`config.mk`:
```
export PLATFORM = sky130hd
export DESIGN_NAME = iod_dly_responder
export DESIGN_NICKNAME = d
export VERILOG_FILES = /design/src/rtl/iod_dly_pkg.sv /design/src/rtl/iod_dly_flag_capture.sv /design/src/rtl/iod_dly_responder.sv
export SDC_FILE = /design/constraint.sdc
export NUM_CORES = 1
export LEC_CHECK = 0
export CAP_MARGIN = 30
export CORE_MARGIN = 2
export CORE_UTILIZATION = 54
export DETAILED_ROUTE_END_ITERATION = 10
export PLACE_DENSITY_LB_ADDON = 0.12
export SLEW_MARGIN = 40
export SYNTH_ARGS = -nofsm -noshare
export SYNTH_HDL_FRONTEND = slang
export SYNTH_SLANG_ARGS = --single-unit
export TNS_END_PERCENT = 1
```
`constraint.sdc`:
```
create_clock -name SCLK -period 5.56 [get_ports SCLK]
set_clock_uncertainty 0.1 [all_clocks]
set_input_delay 1.39 -clock SCLK [delete_from_list [all_inputs] [get_ports SCLK]]
set_output_delay 1.39 -clock SCLK [all_outputs]
set_load 0.02 [all_outputs]
```
`src/rtl/iod_dly_pkg.sv`:
```
// Shared definitions for the IOD delay-line responder and the bit-align training sequencer.
package iod_dly_pkg;

  localparam int unsigned TAP_WIDTH_DEF        = 8;
  localparam int unsigned SETTLE_CNT_WIDTH_DEF = 3;

  typedef enum logic {
    ST_SETTLE = 1'b0,
    ST_ARMED  = 1'b1
  } dly_state_e;

endpackage : iod_dly_pkg

```
`src/rtl/iod_dly_flag_capture.sv`:
```
// Sticky EARLY/LATE edge flags from three data samples; clear wins over a same-cycle set.
module iod_dly_flag_capture (
  input  logic clk,
  input  logic rst_n,
  input  logic capture_en,
  input  logic clr,
  input  logic smp_early,
  input  logic smp_center,
  input  logic smp_late,
  output logic iod_early,
  output logic iod_late
);

  logic early_hit_c;
  logic late_hit_c;

  assign early_hit_c = capture_en & (smp_early ^ smp_center);
  assign late_hit_c  = capture_en & (smp_late ^ smp_center);

  always_ff @(posedge clk or negedge rst_n) begin
    if (!rst_n) begin
      iod_early <= 1'b0;
      iod_late  <= 1'b0;
    end else if (clr) begin
      iod_early <= 1'b0;
      iod_late  <= 1'b0;
    end else begin
      iod_early <= iod_early | early_hit_c;
      iod_late  <= iod_late | late_hit_c;
    end
  end

endmodule : iod_dly_flag_capture

```
`src/rtl/iod_dly_responder.sv`:
```
// Soft IOD delay-line controller: tap counter, settle window and OOR/move-error reporting
// in response to the bit-align training sequencer.
module iod_dly_responder
  import iod_dly_pkg::*;
#(
  parameter int unsigned TAP_WIDTH        = TAP_WIDTH_DEF,
  parameter int unsigned LOAD_VALUE       = 0,
  parameter int unsigned SETTLE_CNT_WIDTH = SETTLE_CNT_WIDTH_DEF
) (
  input  logic                 SCLK,
  input  logic                 RESETN,
  input  logic                 BIT_ALGN_LOAD,
  input  logic                 BIT_ALGN_MOVE,
  input  logic                 BIT_ALGN_DIR,
  input  logic                 BIT_ALGN_CLR_FLGS,
  input  logic                 SMP_EARLY,
  input  logic                 SMP_CENTER,
  input  logic                 SMP_LATE,
  output logic                 IOD_EARLY,
  output logic                 IOD_LATE,
  output logic                 IOD_OOR,
  output logic [TAP_WIDTH-1:0] TAPDLY,
  output logic                 MOVE_BUSY,
  output logic                 MOVE_ERR
);

  localparam logic [TAP_WIDTH-1:0]        TAP_MAX     = '1;
  localparam logic [TAP_WIDTH-1:0]        TAP_LOAD    = TAP_WIDTH'(LOAD_VALUE);
  localparam logic [SETTLE_CNT_WIDTH-1:0] SETTLE_LAST = '1;

  dly_state_e                  state_q, state_d;
  logic [SETTLE_CNT_WIDTH-1:0] cnt_q, cnt_d;
  logic [TAP_WIDTH-1:0]        tap_q, tap_d;
  logic                        oor_q, oor_d;
  logic                        err_q, err_d;
  logic                        busy_q, busy_d;
  logic                        at_limit_c;

  assign at_limit_c = BIT_ALGN_DIR ? (tap_q == TAP_MAX) : (tap_q == '0);

  // State register and all registered outputs
  always_ff @(posedge SCLK or negedge RESETN) begin
    if (!RESETN) begin
      state_q <= ST_SETTLE;
      cnt_q   <= '0;
      tap_q   <= TAP_LOAD;
      oor_q   <= 1'b0;
      err_q   <= 1'b0;
      busy_q  <= 1'b1;
    end else begin
      state_q <= state_d;
      cnt_q   <= cnt_d;
      tap_q   <= tap_d;
      oor_q   <= oor_d;
      err_q   <= err_d;
      busy_q  <= busy_d;
    end
  end

  // Next-state: LOAD overrides any MOVE; CLR_FLGS overrides any OOR set
  always_comb begin
    state_d = state_q;
    cnt_d   = cnt_q;
    tap_d   = tap_q;
    oor_d   = oor_q;
    err_d   = 1'b0;

    case (state_q)
      ST_SETTLE: begin
        cnt_d = cnt_q + SETTLE_CNT_WIDTH'(1);
        if (cnt_q == SETTLE_LAST) begin
          state_d = ST_ARMED;
        end
        if (BIT_ALGN_MOVE) begin
          err_d = 1'b1;
        end
      end
      ST_ARMED: begin
        if (BIT_ALGN_MOVE) begin
          if (at_limit_c) begin
            oor_d = 1'b1;
          end else begin
            tap_d   = BIT_ALGN_DIR ? (tap_q + TAP_WIDTH'(1)) : (tap_q - TAP_WIDTH'(1));
            state_d = ST_SETTLE;
            cnt_d   = '0;
          end
        end
      end
      default: begin
        state_d = ST_SETTLE;
        cnt_d   = '0;
      end
    endcase

    if (BIT_ALGN_LOAD) begin
      tap_d   = TAP_LOAD;
      oor_d   = 1'b0;
      cnt_d   = '0;
      state_d = ST_SETTLE;
      err_d   = 1'b0;
    end

    if (BIT_ALGN_CLR_FLGS) begin
      oor_d = 1'b0;
    end

    busy_d = (state_d == ST_SETTLE);
  end

  iod_dly_flag_capture u_flag_capture (
    .clk        (SCLK),
    .rst_n      (RESETN),
    .capture_en (state_q == ST_ARMED),
    .clr        (BIT_ALGN_CLR_FLGS),
    .smp_early  (SMP_EARLY),
    .smp_center (SMP_CENTER),
    .smp_late   (SMP_LATE),
    .iod_early  (IOD_EARLY),
    .iod_late   (IOD_LATE)
  );

  assign TAPDLY    = tap_q;
  assign IOD_OOR   = oor_q;
  assign MOVE_ERR  = err_q;
  assign MOVE_BUSY = busy_q;

endmodule : iod_dly_responder
```
* After elaboration in Yosys (flattened, before gate mapping)
Cells that the tools add are included. Widths: inputs -> output; s select.
Cells by class: add/sub/neg operators 3, equal/unequal tests 5, muxes and demuxes 25, bitwise logic cells 8, reductions and logical operators 9
Operator list (number):
- $mux 8 | 5
- $mux 1 | 15
- $mux 3 | 3
- $reduce_bool 3->1 | 3
- $add 8x1->8 const B | 1
- $eq 8x8->1 const B | 1
- $logic_not 8->1 | 1
- $sub 8x1->8 const B | 1
- $ne 3x3->1 const B | 2
- $pmux 3 s2 | 1
- $reduce_and 3->1 | 2
- $reduce_bool 2->1 | 2
- $add 3x1->3 const B | 1
- $eq 3x3->1 const B | 1
- $and 1x1->1 | 2
- $ne 2x2->1 const B | 1
- $not 1->1 | 2
- $or 1x1->1 | 2
- $pmux 1 s2 | 1
- $reduce_and 2->1 | 1
- $xor 1x1->1 | 2
Word-level totals: register bits 17

* Logic depth before layout (Yosys ltp)
Gate-level depths: netlist (run 1).
depth in word-level cells 7, mapped depth 7

* Hierarchy
From an unflattened synthesis (run 1), not the netlist that was laid out.
Second synthesis, totals: cells, all modules 106, area, all modules 1073.5 um2
By module, submodules not included:
- iod_dly_responder | instances 1, cells an instance 97, area each 979.7 um2
- iod_dly_flag_capture | instances 1, cells an instance 9, area each 93.8 um2

* Worst setup path before layout (run 1)
OpenSTA, ideal clock, no wires.
path type input to register, start in BIT_ALGN_DIR, end reg tap_q[7], in the netlist TAPDLY[7], setup time 136 ps, data arrival time 2624 ps, required time 5324 ps, path slack 2700 ps, stages 6, path through inv_1 > ha_1 > or3_1 > o211ai_1 > mux2i_1 > o32ai_1
On the way: longest elaborated chain between the ends 5
Ends and longest elaborated chain:
- start: declaration | RTL line iod_dly_responder.sv:14 | input logic BIT_ALGN_DIR,
- $mux 8 | RTL line iod_dly_responder.sv:83 | tap_d = BIT_ALGN_DIR ? (tap_q + TAP_WIDTH'(1)) : (tap_q - TAP_WIDTH'(1));
- $mux 8 | RTL line iod_dly_responder.sv:80 | if (at_limit_c) begin
- $mux 8 | RTL line iod_dly_responder.sv:79 | if (BIT_ALGN_MOVE) begin
- $mux 8 | RTL line iod_dly_responder.sv:68 | case (state_q)
- $mux 8 | RTL line iod_dly_responder.sv:95 | if (BIT_ALGN_LOAD) begin
- end signal: assignment | RTL line iod_dly_responder.sv:53 | tap_q <= tap_d;
- end: declaration | RTL line iod_dly_responder.sv:33 | logic [TAP_WIDTH-1:0] tap_q, tap_d;
Parallel ways exist; a longest one is shown, timed or not. The select of a mux whose other input is x is not followed. A chain may end at the register's enable or synchronous reset.

* Final worst setup path (run 1)
Same ends and word-level chain as after synthesis.

==> results of run 1 <==
==> cell usage in the layout, fill, tap and decap left out, types with 5 or more instances in the layout <==
cell type         n
ha_1              8
a21oi_1           5
clkdlybuf4s50_1  20
o21ai_0           8
nor2_1            7
dfrtp_1          16
inv_1            10
nand3_1           6
==> state kept, by name (all words and copies together) (netlist names) <==
register	count
state_q	1
u_flag_capture.iod_early	1
MOVE_BUSY	1
cnt_q	3
TAPDLY	8
IOD_OOR	1
MOVE_ERR	1
u_flag_capture.iod_late	1
==> cells by family (layout without fill, tap and decap cells) <==
| logic type | Yosys count | count (layout) |
|---|---|---|
| fa+ha+maj | 9 | 9 |
| simple gates | 38 | 38 |
| compound gates | 26 | 26 |
| flops | 17 | 17 |
| xor+xnor | 6 | 6 |
| buf+inv | 12 | 35 |
| mux | 4 | 4 |
==> critical path: stages <==
cell	delay [ns]
clkdlybuf4s50_1	0.64
inv_1	0.20
ha_1	0.42
nand3_1	0.12
o2111ai_1	0.23
o211ai_1	0.19
mux2i_1	0.16
o32ai_1	0.24
==> layer usage <==
metal / track usage / vias to the layer above
met4: 0.0667 / 0
met1: 0.295 / 437
met2: 0.340 / 28
met5: 0 / -
li1: - / 455
met3: 0.0583 / 7
==> per-stage QoR <==
| step | instances | area, sq um | setup slack [ns] | power (mW) |
|---|---|---|---|---|
| 2_1_floorplan | 112 | 1090 | 2.70 | 0.146 |
| 3_3_place_gp | 158 | 1330 | 1.83 | 0.161 |
| 3_5_place_dp | 158 | 1330 | 1.74 | 0.162 |
| 4_1_cts | 162 | 1360 | 2.06 | 0.227 |
| 5_1_grt | 162 | 1350 | 1.92 | 0.235 |
| 6_report | 162 | 1350 | 2.06 | 0.225 |
==> where the power goes <==
part	switching [mW]	internal [mW]
logic	0.0169	0.0138
clock network	0.0384	0.0279
registers	0.00189	0.126
==> Yosys cell counts (all sizes together) <==
master	count
a211oi	1
nand2b	2
or2	1
o211ai	1
or4b	1
o2111ai	2
nand2	4
and2	1
a21oi	5
dfstp	1
xnor2	2
nand4bb	1
clkbuf	2
nand3	7
fa	1
o2111a	1
o21ai	9
xor2	4
nor4	1
nor3b	2
nor2	7
a31oi	3
ha	8
mux2i	4
o32ai	1
a32o	1
o31ai	1
inv	10
nor3	5
nand4	3
dfrtp	16
or3	2
nand3b	1
a21boi	1
==> worst paths after layout <==
path | start | endpoint | slack [ns] | cells past startpoint
setup / recovery | BIT_ALGN_DIR | TAPDLY[7] | 2.06 | 8
hold / removal | cnt_q[0] | cnt_q[0] | 0.41 | 1
setup reg to reg | TAPDLY[0] | TAPDLY[6] | 3.42 | 7
hold reg to reg | cnt_q[0] | cnt_q[0] | 0.41 | 1
max in group asynchronous | RESETN | MOVE_BUSY | 4.15 | 1
min in group asynchronous | RESETN | TAPDLY[7] | 0.89 | 1
==> cell type report <==
class | instances | area [sq um] | share of cell area
Tap cell | 27 | 33.8 | 0.0250
Sequential cell | 17 | 427 | 0.315
Timing Repair Buffer | 21 | 205 | 0.152
Multi-Input combinational cell | 83 | 623 | 0.461
Clock buffer | 4 | 26.3 | 0.0194
Inverter | 10 | 37.5 | 0.0278
==> results by group, run 1 <==
Detailed routing
  – Iteration-0 DRC Markers: 9
  – Total wire length: 2.33 mm
  – WL met1: 1.12 mm
  – Routed Antenna Nets: 0
  – Initial DRT Pass Iterations: 4
  – Max Used Layer: met4
  – Wire length on met2: 1.06 mm
  – Drt via density: 5.72
  – Residual DRC: 0
  – Met3 WL: 98 um
  – Drt wl/cell: 14.4 um
  – DR vias: a little over 900

Yosys
  – Post-Synth Adder-Cell Area: 0.110
  – Post-synthesis mux area share: 0.0366
  – Number of synthesized register bits: 17
  – Synth Net Count: 130
  – Synthesized area per cell: 9.78 sq um
  – Yosys cell types: 40
  – Cells after synthesis: 112
  – Area leader, netlist: dfrtp_1
  – XOR/XNOR share of the synthesized area: 0.0480
  – Ranking of synthesized cells by area: dfrtp_1 (37%), ha_1 (9.1%), mux2i_1 (3.7%), o21ai_0 (3.7%), inv_1 (3.4%)
  – Post-synth design cell area: 1090 sq um
  – Largest family of logic cells by synthesized area: simple AND/OR/NAND/NOR gates
  – Post-Synth Simple-Gate Area: 0.209
  – Yosys warning total: 0
  – Synth Area in Compound Gates: 0.166
  – Yosys top cell area share: 0.366
  – Sequential fraction of the synthesis area: 0.390

STA
  – Worst slew pin tran: 0.571 ns
  – Max-slew violations: 0
  – RSZ-0062 raised after global routing: false
  – Tcrit/Tclk final: 0.629
  – Maximum clock frequency: ~290 MHz
  – Min Tclk post-route: 3.50 ns
  – Final Hold Viols: 0
  – Setup TNS: 0 ns
  – Max transition margin: 0.618
  – WHS: 0.413 ns
  – Final setup fails: 0

Clock network
  – TritonCTS Sinks: 17
  – Hold buffers post-CTS: 0
  – CTS tree: done
  – CTS buffer count: 3
  – CTS Root Cell: clkbuf_4
  – Worst-path clk slew: 0.10 ns
  – Max Root-Sink Buffers: 2
  – Clk_lat worst skew: 0.30 ns
  – H-tree levels: 1
  – Post-cts gate resize count: 0
  – Setup bufs post-CTS: 0

Setup path
  – Setup crit end kind: register
  – Crit Path Class: primary input to register
  – CP Max Fanout: 7
  – Worst Path Arrival: 3.60 ns
  – CP Data Required Time: 5.66 ns
  – CP startpoint kind: primary input

Place
  – Port Buffers: 21
  – Hpwl dp: 1.79 mm
  – Placer Congestion: about 0.84

Pwr
  – Pwr dens: about 170 nW/um^2
  – Leakage power: ~0.60 nW
  – VDD IR max: 0.139 mV

Global routing
  – Grt ovf: 0
  – First-pass GRT wire length: 3.97 mm
  – Initial antenna violation count: 0
  – Number of global-route vias before repair: about 880
  – Largest net degree at the start of global routing: 18
  – GRT Util Overall: 0.218

Finish
  – Synthesis-to-finish area growth: 23.5%
  – Share of post-route cells with drive strength above 1: 0.0815
  – Core Util, Final: 0.697
  – Nets: 154
  – Antenna diode instance count: 0
  – FILL cells: 154

Floorplanning
  – Die X: between 40 and 50 um
  – Die area: 2400 sq um
  – # IOs: 22
  – Initial Utilization: 0.564
  – Total core area: 1940 sq um
  – Row cnt: 16
  – Die Height: 49.0 um

Status
  – Status: completed

Worst hold path
  – Worst hold path type: register to register

Job
  – Max cap viols: 0
No activity file was read; power rests on OpenSTA's default activity.
==> run 2: changes to the inputs <==
--- a/config.mk
+++ b/config.mk
@@ -7,7 +7,7 @@
 export LEC_CHECK = 0
 export CAP_MARGIN = 30
 export CORE_MARGIN = 2
-export CORE_UTILIZATION = 54
+export CORE_UTILIZATION = 45
 export DETAILED_ROUTE_END_ITERATION = 10
 export PLACE_DENSITY_LB_ADDON = 0.12
 export SLEW_MARGIN = 40
==> constraint.sdc (replaced) <==
create_clock -name SCLK -period 3 [get_ports SCLK]
set_clock_uncertainty 0.1 [all_clocks]
set_input_delay 0.75 -clock SCLK [delete_from_list [all_inputs] [get_ports SCLK]]
set_output_delay 0.75 -clock SCLK [all_outputs]
set_load 0.02 [all_outputs]
==> run 2 against run 1 <==
Compared with the run above:
- hold slack worse by 0.15 ns
- critical path type unchanged
- largest power group unchanged
- cell count is 2.5% higher
- count of clock-buffer cells in the layout is 1 lower
- highest routed layer unchanged
- sequential share of layout area is 0.57 points lower
- sequential power is 85% higher
- power is 85% higher
==> results by group, run 2 (synthesized netlist as in run 1, its figures left out) <==
Pwr
  – Clock Power Share: 0.288 (was 0.295)
  – Combinational fraction of design power: 0.145 (was 0.137)
  – Switching power: 0.106 mW (was 0.0572 mW)
  – Int Pwr: 0.311 mW (was 0.168 mW)
  – Sw Share: 0.255 (was 0.254)
  – Leakage power: 0.613 nW (was 0.596 nW)
  – Sequential share of power: 0.568 (was 0.569)
  – Pwr dens: 303 nW/um^2 (was 166 nW/um^2)
  – VDD IR max: 0.259 mV (was 0.139 mV)
  – Power, Total: 0.417 mW (was 0.225 mW)

Floorplanning
  – # IOs: 22 (unchanged)
  – Total core area: 2250 sq um (was 1940 sq um)
  – Die Height: 53.3 um (was 49.0 um)
  – Row cnt: 17 (was 16)
  – Die area: 2840 sq um (was 2400 sq um)
  – Initial Utilization: 0.486 (was 0.564)
  – Die X: 53.3 um (was 49.0 um)

Finish
  – FILL cells: 220 (was 154)
  – Share of post-route cells with drive strength above 1: 0.109 (was 0.0815)
  – Commonest non-fill, non-tap cells in the layout: clkdlybuf4s50_1 (20), dfrtp_1 (16), inv_1 (10) (unchanged)
  – Max FFs per register: 8 (unchanged)
  – Nets: 157 (was 154)
  – Register area: 427 sq um (unchanged)
  – Multi-input logic area: 623 sq um (unchanged)
  – Synthesis-to-finish area growth: 25.8% (was 23.5%)
  – Antenna diode instance count: 0 (unchanged)
  – Most common cell after layout, fill and taps aside: clkdlybuf4s50_1 (unchanged)
  – Core Util, Final: 0.611 (was 0.697)

Setup path
  – Worst Path Arrival: 2.72 ns (was 3.60 ns)
  – Reg-to-Reg Start: TAPDLY[0] (unchanged)
  – Crit path from: BIT_ALGN_DIR (unchanged)
  – Crit Path Class: primary input to register (unchanged)
  – CP Max Fanout: 7 (unchanged)
  – Setup crit end kind: register (unchanged)
  – CP Data Required Time: 3.09 ns (was 5.66 ns)
  – CP startpoint kind: primary input (unchanged)
  – Reg2reg path depth: 7 (unchanged)

STA
  – Worst slew pin tran: 0.513 ns (was 0.571 ns)
  – Max transition margin: 0.658 (was 0.618)
  – Min Tclk post-route: between 2 and 3 ns
  – Final setup fails: 0 (unchanged)
  – Final Hold Viols: 0 (unchanged)
  – Maximum clock frequency: 380 MHz
  – Max-slew violations: 0 (unchanged)
  – Tcrit/Tclk final: 0.876
  – Setup TNS: 0 ns (unchanged)
  – RSZ-0062 raised after global routing: false (unchanged)

Worst hold path
  – Worst hold path type: primary input to async pin (was register to register)

Clock network
  – H-tree levels: 1 (unchanged)
  – Hold buffers post-CTS: 0 (unchanged)
  – Worst-path clk slew: 0.10 ns (about the same)
  – CTS Root Cell: clkbuf_4 (unchanged)
  – CTS tree: done (unchanged)
  – CTS buffer count: 3 (unchanged)
  – Clk_lat worst skew: 0.29 ns (was 0.30 ns)
  – Post-cts gate resize count: 0 (unchanged)
  – TritonCTS Sinks: 17 (unchanged)
  – Setup bufs post-CTS: 0 (unchanged)
  – Max Root-Sink Buffers: 2 (unchanged)

Global routing
  – GRT Util Overall: 0.190 (was 0.218)
  – Number of global-route vias before repair: 877 (was 884)
  – Largest net degree at the start of global routing: 18 (unchanged)
  – Initial antenna violation count: 0 (unchanged)
  – Grt ovf: 0 (unchanged)
  – First-pass GRT wire length: 3.89 mm (was 3.97 mm)

Detailed routing
  – Residual DRC: 0 (unchanged)
  – Iteration-0 DRC Markers: 15 (was 9)
  – Routed Antenna Nets: 0 (unchanged)
  – DR vias: 953 (was 927)
  – Total wire length: 2.36 mm (was 2.33 mm)
  – Initial DRT Pass Iterations: 4 (unchanged)
  – Drt via density: 5.74 (was 5.72)
  – Drt wl/cell: 14.2 um (was 14.4 um)

Job
  – Max cap viols: 0 (unchanged)

Status
  – Status: completed (unchanged)

Place
  – Placer Congestion: 0.848 (was 0.841)
  – Hpwl dp: 1.81 mm (was 1.79 mm)
  – Port Buffers: 21 (unchanged)
-- run 2: cell types whose count changed in the layout (fill, tap and decap cells not counted), sizes merged --
cell and change:
buf +3, clkbuf -1, clkinv +1
-- run 2: routing by layer --
metal | track usage | vias up | routed length, um | share of wire
li1 | - | 467 | - | -
met1 | 0.255 | 459 | 1160 | 0.49
met2 | 0.298 | 25 | 1080 | 0.46
met3 | 0.0537 | 2 | 108 | 0.046
met4 | 0.0470 | 0 | 9 | 0.0038
met5 | 0 | - | 0 | 0
-- run 2: worst paths after layout --
path | to | slack (ns)
worst max-delay path | TAPDLY[7] | 0.37
worst min-delay path | TAPDLY[7] | 0.26
worst max register to register | TAPDLY[6] | 0.81
worst min register to register | cnt_q[0] | 0.41
max in group asynchronous | MOVE_BUSY | 2.23
min in group SCLK | cnt_q[0] | 0.41
-- run 2: metrics by stage --
step	instance area [sq um]	hold WS [ns]	setup WS [ns]	std cells
floorplan	1090	0.354	0.780	112
CTS	1380	0.415	0.372	166
global route	1380	0.278	0.104	166
finish	1380	0.262	0.372	166
detailed placement	1360	0.387	0.0711	162
global placement	1360	0.380	0.0792	162
-- run 2: power by group through the flow --
stage / combinational [mW] / sequential (mW) / clock [mW]
3_3_place_gp: 0.0602 / 0.241 / 0
3_5_place_dp: 0.0608 / 0.241 / 0
5_1_grt: 0.0667 / 0.238 / 0.135
4_1_cts: 0.0613 / 0.237 / 0.125
2_1_floorplan: 0.0291 / 0.242 / 0
6_report: 0.0604 / 0.237 / 0.120
-- run 2: cell type report --
type / count / share of cell area
clock buffers: 3 / 0.0163
clock inverters: 1 / 0.00363
inverters: 10 / 0.0272
multi-input cells: 83 / 0.452
flip-flops and latches: 17 / 0.310
well taps: 28 / 0.0254
repair buffers: 24 / 0.165
-- run 2: worst max-delay path, cell delays in order --
cell and delay (ns):
clkdlybuf4s50_1 0.54, inv_1 0.16, ha_1 0.40, nand3_1 0.13, o2111ai_1 0.19, o211ai_1 0.18, mux2i_1 0.16, o32ai_1 0.22
